**config.mk**
```make
export PLATFORM = sky130hd
export DESIGN_NAME = latch_write_arbiter
export DESIGN_NICKNAME = d
export VERILOG_FILES = /design/src/rtl/latch_write_arbiter.sv
export SDC_FILE = /design/constraint.sdc
export NUM_CORES = 1
export LEC_CHECK = 0
export CORE_ASPECT_RATIO = 0.6
export CORE_MARGIN = 5
export CORE_UTILIZATION = 39
export DETAILED_ROUTE_END_ITERATION = 7
export PLACE_DENSITY = 0.82
export SETUP_SLACK_MARGIN = 0.02
export SLEW_MARGIN = 20
export SYNTH_ARGS = -nofsm -noshare
export SYNTH_HDL_FRONTEND = slang
export SYNTH_SLANG_ARGS = --single-unit
```
**constraint.sdc**
```tcl
create_clock -name clk_in -period 1.7 [get_ports clk_in]
set_input_delay 0.425 -clock clk_in [delete_from_list [all_inputs] [get_ports clk_in]]
set_output_delay 0.425 -clock clk_in [all_outputs]
set_load 0.02 [all_outputs]
```
**src/rtl/latch_write_arbiter.sv**
```systemverilog
// latch_write_arbiter: round-robin writer arbitration for one shared level-sensitive latch.
// Timing: grant, then SETUP_CYC cycles with data only, EN_CYC cycles with enable high, HOLD_CYC cycles with data only.
// Define LATCH_ARB_FIXED_PRIORITY_EN to make the lowest-indexed requester win, with no round-robin pointer.
module latch_write_arbiter #(
    parameter int N_REQ     = 4,
    parameter int DATA_W    = 8,
    parameter int SETUP_CYC = 1,
    parameter int EN_CYC    = 2,
    parameter int HOLD_CYC  = 1
) (
    input  logic                    clk_in,
    input  logic                    n_rst_in,
    input  logic [N_REQ-1:0]        req_in,
    input  logic [N_REQ*DATA_W-1:0] data_in,
    output logic [N_REQ-1:0]        grant_out,
    output logic [N_REQ-1:0]        done_out,
    output logic                    latch_en_out,
    output logic [DATA_W-1:0]       latch_d_out,
    output logic                    busy_out
);
    localparam int MAXC = (SETUP_CYC > EN_CYC) ? ((SETUP_CYC > HOLD_CYC) ? SETUP_CYC : HOLD_CYC)
                                               : ((EN_CYC > HOLD_CYC) ? EN_CYC : HOLD_CYC);
    localparam int CW = $clog2(MAXC + 1);
    localparam int IW = $clog2(N_REQ);

    typedef enum logic [1:0] {IDLE, SETUP, ENABLE, HOLD} state_t;

    state_t          state, state_n;
    logic [CW-1:0]   cnt, cnt_n;
    logic [IW-1:0]   pick;
    logic            last;

    assign last     = (cnt == '0);
    assign busy_out = (state != IDLE);

`ifdef LATCH_ARB_FIXED_PRIORITY_EN
    // lowest-indexed active request wins
    always_comb begin
        pick = '0;
        for (int i = N_REQ - 1; i >= 0; i--)
            if (req_in[IW'(i)]) pick = IW'(i);
    end
`else
    logic [IW-1:0] ptr, win, idx;

    // first active request at or after the pointer, wrapping; the downward scan leaves the nearest one
    always_comb begin
        pick = '0;
        idx  = '0;
        for (int i = N_REQ - 1; i >= 0; i--) begin
            idx = IW'((int'(ptr) + i) % N_REQ);
            if (req_in[idx]) pick = idx;
        end
    end
`endif

    // phase sequencing; the shared down-counter is reloaded on each phase entry
    always_comb begin
        state_n = state;
        cnt_n   = cnt;
        case (state)
            IDLE:    if (|req_in) begin state_n = SETUP; cnt_n = CW'(SETUP_CYC - 1); end
            SETUP:   if (last) begin state_n = ENABLE; cnt_n = CW'(EN_CYC - 1); end else cnt_n = cnt - 1'b1;
            ENABLE:  if (last) begin state_n = HOLD; cnt_n = CW'(HOLD_CYC - 1); end else cnt_n = cnt - 1'b1;
            HOLD:    if (last) state_n = IDLE; else cnt_n = cnt - 1'b1;
            default: state_n = IDLE;
        endcase
    end

    // registered outputs follow the next state so enable and done line up exactly with their phases
    always_ff @(posedge clk_in or negedge n_rst_in) begin
        if (!n_rst_in) begin
            state        <= IDLE;
            cnt          <= '0;
            grant_out    <= '0;
            done_out     <= '0;
            latch_en_out <= 1'b0;
            latch_d_out  <= '0;
`ifndef LATCH_ARB_FIXED_PRIORITY_EN
            ptr          <= '0;
            win          <= '0;
`endif
        end else begin
            state        <= state_n;
            cnt          <= cnt_n;
            latch_en_out <= (state_n == ENABLE);
            done_out     <= (state_n == HOLD && cnt_n == '0) ? grant_out : '0;
            if (state == IDLE && |req_in) begin
                grant_out   <= N_REQ'(1) << pick;
                latch_d_out <= data_in[pick*DATA_W +: DATA_W];
`ifndef LATCH_ARB_FIXED_PRIORITY_EN
                win         <= pick;
`endif
            end else if (state == HOLD && last) begin
                grant_out <= '0;
`ifndef LATCH_ARB_FIXED_PRIORITY_EN
                ptr       <= (win == IW'(N_REQ - 1)) ? '0 : win + 1'b1;
`endif
            end
        end
    end
endmodule

```
=== Word level (Yosys, flattened, before mapping) ===
Cells that the tools add are included.

* Register bits: 25
* Input bits: 38
* Output and inout port bits: 18
* Word-level logic and storage cells: 62

* Reduce and logical (&&, ||, !) cells: 10
* Bitwise operators: 1
* Equal/unequal tests: 6
* $lt $le $gt $ge: 4
* Shift-type cells: 2
* Add/sub/neg operators: 5
* Multiplexer cells: 26

{| class="wikitable"
|+ Operators with widths
! kind !! number
|-
| variable part select 32 x 6 -> 8 bit || 1
|-
| 2-to-1 mux 2 bit || 13
|-
| case mux 2 bit (4 select lines) || 2
|-
| less-than comparator 2 x 3 -> 1 bit (second input constant) || 4
|-
| 2-to-1 mux 4 bit || 3
|-
| equality test 2 bit (second input constant) || 5
|-
| binary-select mux 1 bit (select 2 bit) || 4
|-
| logical NOT 2 bit || 3
|-
| adder 2 x 1 -> 2 bit (second input constant) || 2
|-
| adder 2 bit (second input constant) || 2
|-
| 2-to-1 mux 1 bit || 4
|-
| nonzero test 2 bit || 2
|-
| OR reduction 4 bit || 1
|-
| left shift 1 x 2 -> 4 bit (first input constant) || 1
|-
| logical AND 1 bit || 3
|-
| equality test 2 x 1 -> 1 bit (second input constant) || 1
|-
| AND reduction 2 bit || 1
|-
| subtractor 2 x 1 -> 2 bit (second input constant) || 1
|-
| inverter 1 bit || 1
|}

=== Depth between registers and ports, before layout ===
Gate-level depths: netlist of the first run.

* Word-level depth: 9
* Depth in mapped cells: 8
* Gate-level depth less buffers: 6

=== Worst setup path after synthesis of the first run ===
OpenSTA, ideal clock, no wires.

* Path type: register to register
* Start: register state[1]
* End: register latch_d_out[0]
* Arrival: 1.529 ns
* Setup slack: 0.034 ns
* Required time: 1.564 ns
* Buffers on the path: 2
* Library setup time: 0.136 ns
* Stages on the path, launching flop included: 9
* Path through: dfrtp_1 buf_4 nor2_4 inv_1 nor2_4 o221ai_1 buf_6 a211oi_2 a211oi_2

* Longest elaborated chain between the ends: 2

{| class="wikitable"
|+ RTL lines
! what !! line !! text
|-
| start: declaration || 28 || <nowiki>state_t state, state_n;</nowiki>
|-
| start signal: assignment || 84 || <nowiki>state <= state_n;</nowiki>
|-
| logical NOT 2 bit || 88 || <nowiki>if (state == IDLE && |req_in) begin</nowiki>
|-
| logical AND 1 bit || 88 ||
|-
| end signal: assignment || 90 || <nowiki>latch_d_out <= data_in[pick*DATA_W +: DATA_W];</nowiki>
|-
| end: declaration || 18 || <nowiki>output logic [DATA_W-1:0] latch_d_out,</nowiki>
|}

Every way passes these cells.
A chain may end at the register's enable or synchronous reset.

=== Worst setup path after layout of the first run ===
* Start: register ptr[1]
* End: register latch_d_out[5]

* Longest elaborated chain between the ends: 8
* Elaborated cells on any way between the ends: 16
* Classes of those cells: add/sub: 3; shift: 1; mux: 12

{| class="wikitable"
|+ RTL lines
! what !! line !! text
|-
| start: declaration || 44 || <nowiki>logic [IW-1:0] ptr, win, idx;</nowiki>
|-
| start signal: assignment || 97 || <nowiki>ptr <= (win == IW'(N_REQ - 1)) ? '0 : win + 1'b1;</nowiki>
|-
| adder 2 bit || 51 || <nowiki>idx = IW'((int'(ptr) + i) % N_REQ);</nowiki>
|-
| binary-select mux 1 bit (select 2 bit) || 52 || <nowiki>if (req_in[idx]) pick = idx;</nowiki>
|-
| 2-to-1 mux 1 bit (not written as such) || 52 ||
|-
| 2-to-1 mux 2 bit (3 in series) || 52 ||
|-
| 2-to-1 mux 2 bit * || 52 ||
|-
| variable part select 32 x 6 -> 8 bit * || 90 ||
|}

Mark *: on every way between the ends. The rest lies on a longest branch, timed or not. The select of a mux whose other input is x is not followed.

==> impl_metrics.json, run 1 <==
{
  "grt_pass1_wl_um": 6150,
  "final.period_utilization_pct": 98.8,
  "htreeDepth": 1,
  "ys_async_sr_fraction_pct": 100,
  "syn-num-nets": 174,
  "yosys_warnings": 0,
  "synth.area.top_cells": "dfrtp_1 43%, a211oi_2 12%, mux2i_1 6.2%, nand2_1 3.9%, nor2_1 3.1%",
  "netlist_instances": 135,
  "dp_slack_ns": -0.473,
  "clock_latency_ns": 0.27,
  "max_slew.worst_pin.slew_ns": 0.488,
  "hold_violations": 0,
  "cp.arrival_ns": 1.82,
  "diodes": 0,
  "pwr_density_cell_nw_per_um2": 1540,
  "grt.total_usage_pct": 15.5,
  "gr-total-overflow": 0,
  "drt_first_pass_iters": 4,
  "drtIter0Drc": 55,
  "required_ns": 1.84,
  "synth_top_cell_by_area": "dfrtp_1",
  "grt_max_degree": 26,
  "synth_edf_count": 0,
  "area_growth_pct": 62.5,
  "hold_class": "flip-flop to flip-flop",
  "fp.coreArea_um2": 3640,
  "power_mw": 3.66,
  "clock_skew_ns": 0.00705,
  "nets": 253,
  "ys_ff_latch": 25,
  "max_clock_freq_mhz": 595,
  "setup_ws_ns": 0.0206,
  "clk_pin_slew_worst_paths_ns": 0.09,
  "worstSetupPathType": "flip-flop to flip-flop",
  "num_vias": 1312,
  "critPathMaxFanout": 5,
  "place_area_um2": 2130,
  "ios": 56,
  "ys.flop_type": "dfrtp_1",
  "syn_avg_cell_area_um2": 10.8,
  "ys_types": 35,
  "drc": 0,
  "synth_area_um2": 1460,
  "dpl.hpwl_um": 2880,
  "antenna_found_initial": 0,
  "drtAntennaViolNets": 0,
  "numClockSinks": 25,
  "start_util_pct": 40.1,
  "drv_slew": 0,
  "die_x_um": 89.0,
  "rsz0062_at_grt": "yes",
  "routabilityCongestion": 0.804,
  "outcome": "complete, no violations",
  "row_count": 17,
  "fin_area_um2": 2370,
  "die-area_um2": 5100,
  "cap_viol_max_count": 0,
  "cts_hold_buf": 0,
  "dieHeight_um": 57.4,
  "crit_path_start_kind": "flip-flop",
  "cts_inserted_buffers": 3,
  "grt_pass1_vias": 1267,
  "slew_headroom_pct": 67.4,
  "drive_above_1_share_pct": 29.6,
  "leakagePower_nw": 1.04,
  "routed_wirelength_um": 4150,
  "setup_viol": 0,
  "clockBufferDepth": 2,
  "worstSetupEndpointType": "flip-flop",
  "cts_tree": "yes",
  "root_buffer": "clkbuf_8",
  "peakVddDrop_v": 0.000921,
  "period_minus_slack_ns": 1.68,
  "wl_per_cell_um": 16.0,
  "port_buffers": 55,
  "vias_per_cell": 5.05,
  "synth_top_area_share_pct": 42.9,
  "synth-seq-area-share_pct": 42.9
}
[cells in the mapped netlist, types with 2 or more instances]
library cell and number:
a211oi_1 3, a211oi_2 14, a21oi_1 4, a32o_1 2, and2_1 4, buf_12 2, buf_4 2, buf_6 2
dfrtp_1 25, inv_1 2, mux2i_1 9, nand2_1 15, nand2b_1 2, nand3_1 3, nor2_1 12, nor2_4 3
nor2b_1 3, nor3_1 8, o21a_1 2, o21ai_0 3
[kinds of logic (layout without fill, tap and decap cells)]
kind of cell / after synthesis / after routing / share of synthesized area, %
AO/OA/AOI/OAI: 34 / 34 / 21.6
XOR/XNOR: 1 / 1 / 0.600
adder cells (fa/ha/maj): 1 / 1 / 0.857
buffers and inverters: 8 / 86 / 5.83
flip-flops: 25 / 25 / 42.9
multiplexers: 10 / 10 / 6.95
AND/OR/NAND/NOR: 56 / 56 / 21.3
[flip-flops by register name (all words and copies together) (netlist names)]
name	count
state	2
ptr	2
win	2
latch_d_out	8
grant_out	4
latch_en_out	1
cnt	2
done_out	4
[cell usage in the layout, fill, tap and decap left out, drive strengths merged, types with 4 or more instances in the layout]
| master | count |
|---|---|
| a211oi | 17 |
| nand3 | 4 |
| clkbuf | 5 |
| dlygate4sd2 | 10 |
| nand2 | 15 |
| nor2 | 15 |
| nor3 | 8 |
| clkdlybuf4s50 | 37 |
| dlymetal6s2s | 6 |
| dfrtp | 25 |
| mux2i | 9 |
| and2 | 4 |
| buf | 24 |
| a21oi | 4 |
[metrics by stage]
| stage | std cells | setup TNS [ns] | util, % | hold slack (ns) |
|---|---|---|---|---|
| after floorplan | 135 | 0 | - | 0.129 |
| after global placement | 248 | -5.75 | 58.6 | 0.469 |
| after detailed placement | 248 | -6.42 | 58.6 | 0.475 |
| after CTS | 258 | 0 | 62.3 | 0.495 |
| after global routing | 260 | -0.0124 | 65.2 | 0.517 |
| final | 260 | 0 | 65.2 | 0.489 |
[path summary, 6_finish.rpt]
| path | startpoint | end | cells after the start | slack (ns) |
|---|---|---|---|---|
| setup / recovery | ptr[1] | latch_d_out[5] | 6 | 0.02 |
| hold / removal | win[1] | win[1] | 2 | 0.49 |
| setup reg to reg | ptr[1] | latch_d_out[5] | 6 | 0.02 |
| hold reg to reg | win[1] | win[1] | 2 | 0.49 |
| max in group asynchronous | n_rst_in | ptr[1] | 2 | 0.93 |
| min in group asynchronous | n_rst_in | latch_d_out[7] | 2 | 0.51 |
[repair_timing]
| action | 4_1_cts | 5_1_grt |
|---|---|---|
| setup endpoints to repair | 22 | 18 |
| endpoints found under the hold margin | 0 | 0 |
| gates resized for setup | 19 | 21 |
| pin swaps | 1 | 7 |
| cloned | 1 | 1 |
| setup buffers | 5 | 1 |
[power by group]
group	total [mW]	switching [mW]	internal, mW
Clock	0.352	0.188	0.164
Combinational	2.29	1.17	1.12
Sequential	1.02	0.172	0.845
[layer usage]
layer | part of all wire [%] | GRT usage [%]
met5 | 0 | 0
met4 | 1.2 | 4.46
met3 | 9.4 | 4.33
met2 | 45 | 24.0
met1 | 45 | 21.2
[final cells by class]
cell class                      count  area [um^2]
Tap cell                           47         58.8
Clock buffer                        3         41.3
Timing Repair Buffer               80          786
Multi-Input combinational cell    102          846
Inverter                            2         7.51
Clock inverter                      1         5.00
Sequential cell                    25          627
Fill cell                         284         1270
[critical path, cell delays in order (launching register included)]
cell      delay (ns)
dfrtp_2         0.45
mux2i_2         0.17
or2_4           0.28
nand3_4         0.15
buf_12          0.15
mux2i_2         0.25
a211oi_2        0.10
No activity file was read; power rests on OpenSTA's default activity.
==> run 2: changes to the inputs <==
--- a/config.mk
+++ b/config.mk
@@ -6,7 +6,7 @@
 export NUM_CORES = 1
 export LEC_CHECK = 0
 export CORE_ASPECT_RATIO = 0.6
-export CORE_MARGIN = 5
+export CORE_MARGIN = 10
 export CORE_UTILIZATION = 39
 export DETAILED_ROUTE_END_ITERATION = 7
 export PLACE_DENSITY = 0.82
==> run 2 against run 1 <==
Wire length shrank 3.3%. Global-route usage shrank 4.2 points. Sequential cell count is the same. Critical endpoint is now latch_d_out[7]. Highest routed layer unchanged.
==> impl_metrics.json, run 2 (synthesis results as in run 1) <==
{
  "cp.arrival_ns": 1.75,
  "crit_slowest_cell": "dlygate4sd2_1",
  "hold_violations": 0,
  "port_buffers": 55,
  "worstSetupPathType": "input pin to flip-flop",
  "slew_headroom_pct": 64.5,
  "final_common_cell": "clkdlybuf4s50_1",
  "wl_per_cell_um": 15.9,
  "dpl.hpwl_um": 3160,
  "numClockSinks": 25,
  "grt_pass1_vias": 1254,
  "die-area_um2": 6670,
  "row_count": 17,
  "worstSetupPathDepth": 7,
  "gr-total-overflow": 0,
  "hold_class": "flip-flop to flip-flop",
  "diodes": 0,
  "fp.coreArea_um2": 3640,
  "clockBufferDepth": 2,
  "largest_register": "latch_d_out",
  "peakVddDrop_v": 0.000730,
  "grt_pass1_wl_um": 6200,
  "outcome": "complete, no violations",
  "r2r_cells": 6,
  "root_buffer": "clkbuf_8",
  "routabilityCongestion": 0.807,
  "drtAntennaViolNets": 0,
  "multi_input_area_um2": 761,
  "antenna_found_initial": 0,
  "path_buf_inv": 2,
  "die_x_um": 99.0,
  "routed_wirelength_um": 4010,
  "drtIter0Drc": 50,
  "clock_skew_ns": 0.00423,
  "crit_path_frequent_cell": "mux2i_1",
  "slowest_delay_ns": 0.32,
  "reg_top3": "latch_d_out (8), done_out (4), grant_out (4)",
  "critPathMaxFanout": 19,
  "ff_latch_area_um2": 626,
  "fin_area_um2": 2190,
  "htreeDepth": 1,
  "met3_usage_pct": 4.07,
  "grt.busiest_layer": "met2",
  "ios": 56,
  "use_met1_pct": 14.7,
  "grt.total_usage_pct": 11.3,
  "clk_pin_slew_worst_paths_ns": 0.08,
  "power_mw": 3.27,
  "most-common-layout-cells": "35 x clkdlybuf4s50_1, 25 x dfrtp_1, 16 x buf_4",
  "grt_max_degree": 26,
  "dieHeight_um": 67.4,
  "path_cells": "dlygate4sd2_1 -> mux2i_1 -> or2_1 -> nand3_2 -> buf_12 -> mux2i_1 -> a211oi_1",
  "required_ns": 1.84,
  "hold_path_depth": 1,
  "leakagePower_nw": 1.02,
  "place_area_um2": 2120,
  "drc": 0,
  "max_clock_freq_mhz": 617,
  "cts_hold_buf": 0,
  "crit_path_start_kind": "input pin",
  "nets": 245,
  "max_slew.worst_pin.slew_ns": 0.525,
  "period_minus_slack_ns": 1.62,
  "use_met2_pct": 17.2,
  "clock_latency_ns": 0.27,
  "vias_per_cell": 5.01,
  "drv_slew": 0,
  "drive_above_1_share_pct": 22.9,
  "pwr_density_cell_nw_per_um2": 1490,
  "cts_tree": "yes",
  "setup_viol": 0,
  "drt_first_pass_iters": 4,
  "cap_viol_max_count": 0,
  "num_vias": 1263,
  "fill_cells": 294,
  "largest_reg_flops": 8,
  "final.period_utilization_pct": 95.3,
  "critical-path-top-delay-family": "buffers and inverters",
  "start_util_pct": 40.1,
  "area_growth_pct": 50.4,
  "cts_inserted_buffers": 3,
  "rsz0062_at_grt": "no",
  "worstSetupEndpointType": "flip-flop"
}
==> run 2: layout make-up <==
type / instances / share of cell area [%]
inverter: 2 / 0.342
timing repair buffer: 72 / 31.6
sequential: 25 / 28.5
multi-input combinational: 102 / 34.7
clock inverter: 1 / 0.342
tap: 47 / 2.68
clock buffer: 3 / 1.88
==> run 2: power breakdown <==
part	switching [mW]	internal [mW]
clock network	0.181	0.166
registers	0.174	0.843
logic	1.04	0.867
==> run 2: per-stage QoR <==
step	hold WS, ns	setup WS [ns]	utilization (%)	TNS, ns	std cells
5_1_grt	0.517	0.0192	60.3	0	252
4_1_cts	0.499	0.0267	59.7	0	251
3_5_place_dp	0.486	-0.443	58.2	-6.44	246
6_report	0.499	0.0803	60.3	0	252
2_1_floorplan	0.129	0.0343	-	0	135
3_3_place_gp	0.475	-0.416	58.2	-5.66	246
==> run 2: timing repair <==
action,CTS,global route
setup buffers,1,1
pin swaps,1,1
endpoints found under the setup margin,24,11
resized for setup,17,10
==> run 2: layer usage <==
metal  wire [um]  share of wire [%]
met5           0                  0
met4          34               0.85
met3         310                7.7
met2        1800                 45
met1        1870                 47
==> run 2: final timing paths <==
| path | slack [ns] | start | endpoint |
|---|---|---|---|
| max | 0.08 | req_in[0] | latch_d_out[7] |
| min | 0.50 | win[0] | ptr[0] |
| max reg2reg | 0.12 | ptr[1] | latch_d_out[7] |
| min reg2reg | 0.50 | win[0] | ptr[0] |
| max in group asynchronous | 0.96 | n_rst_in | latch_d_out[5] |
| min in group asynchronous | 0.51 | n_rst_in | cnt[1] |
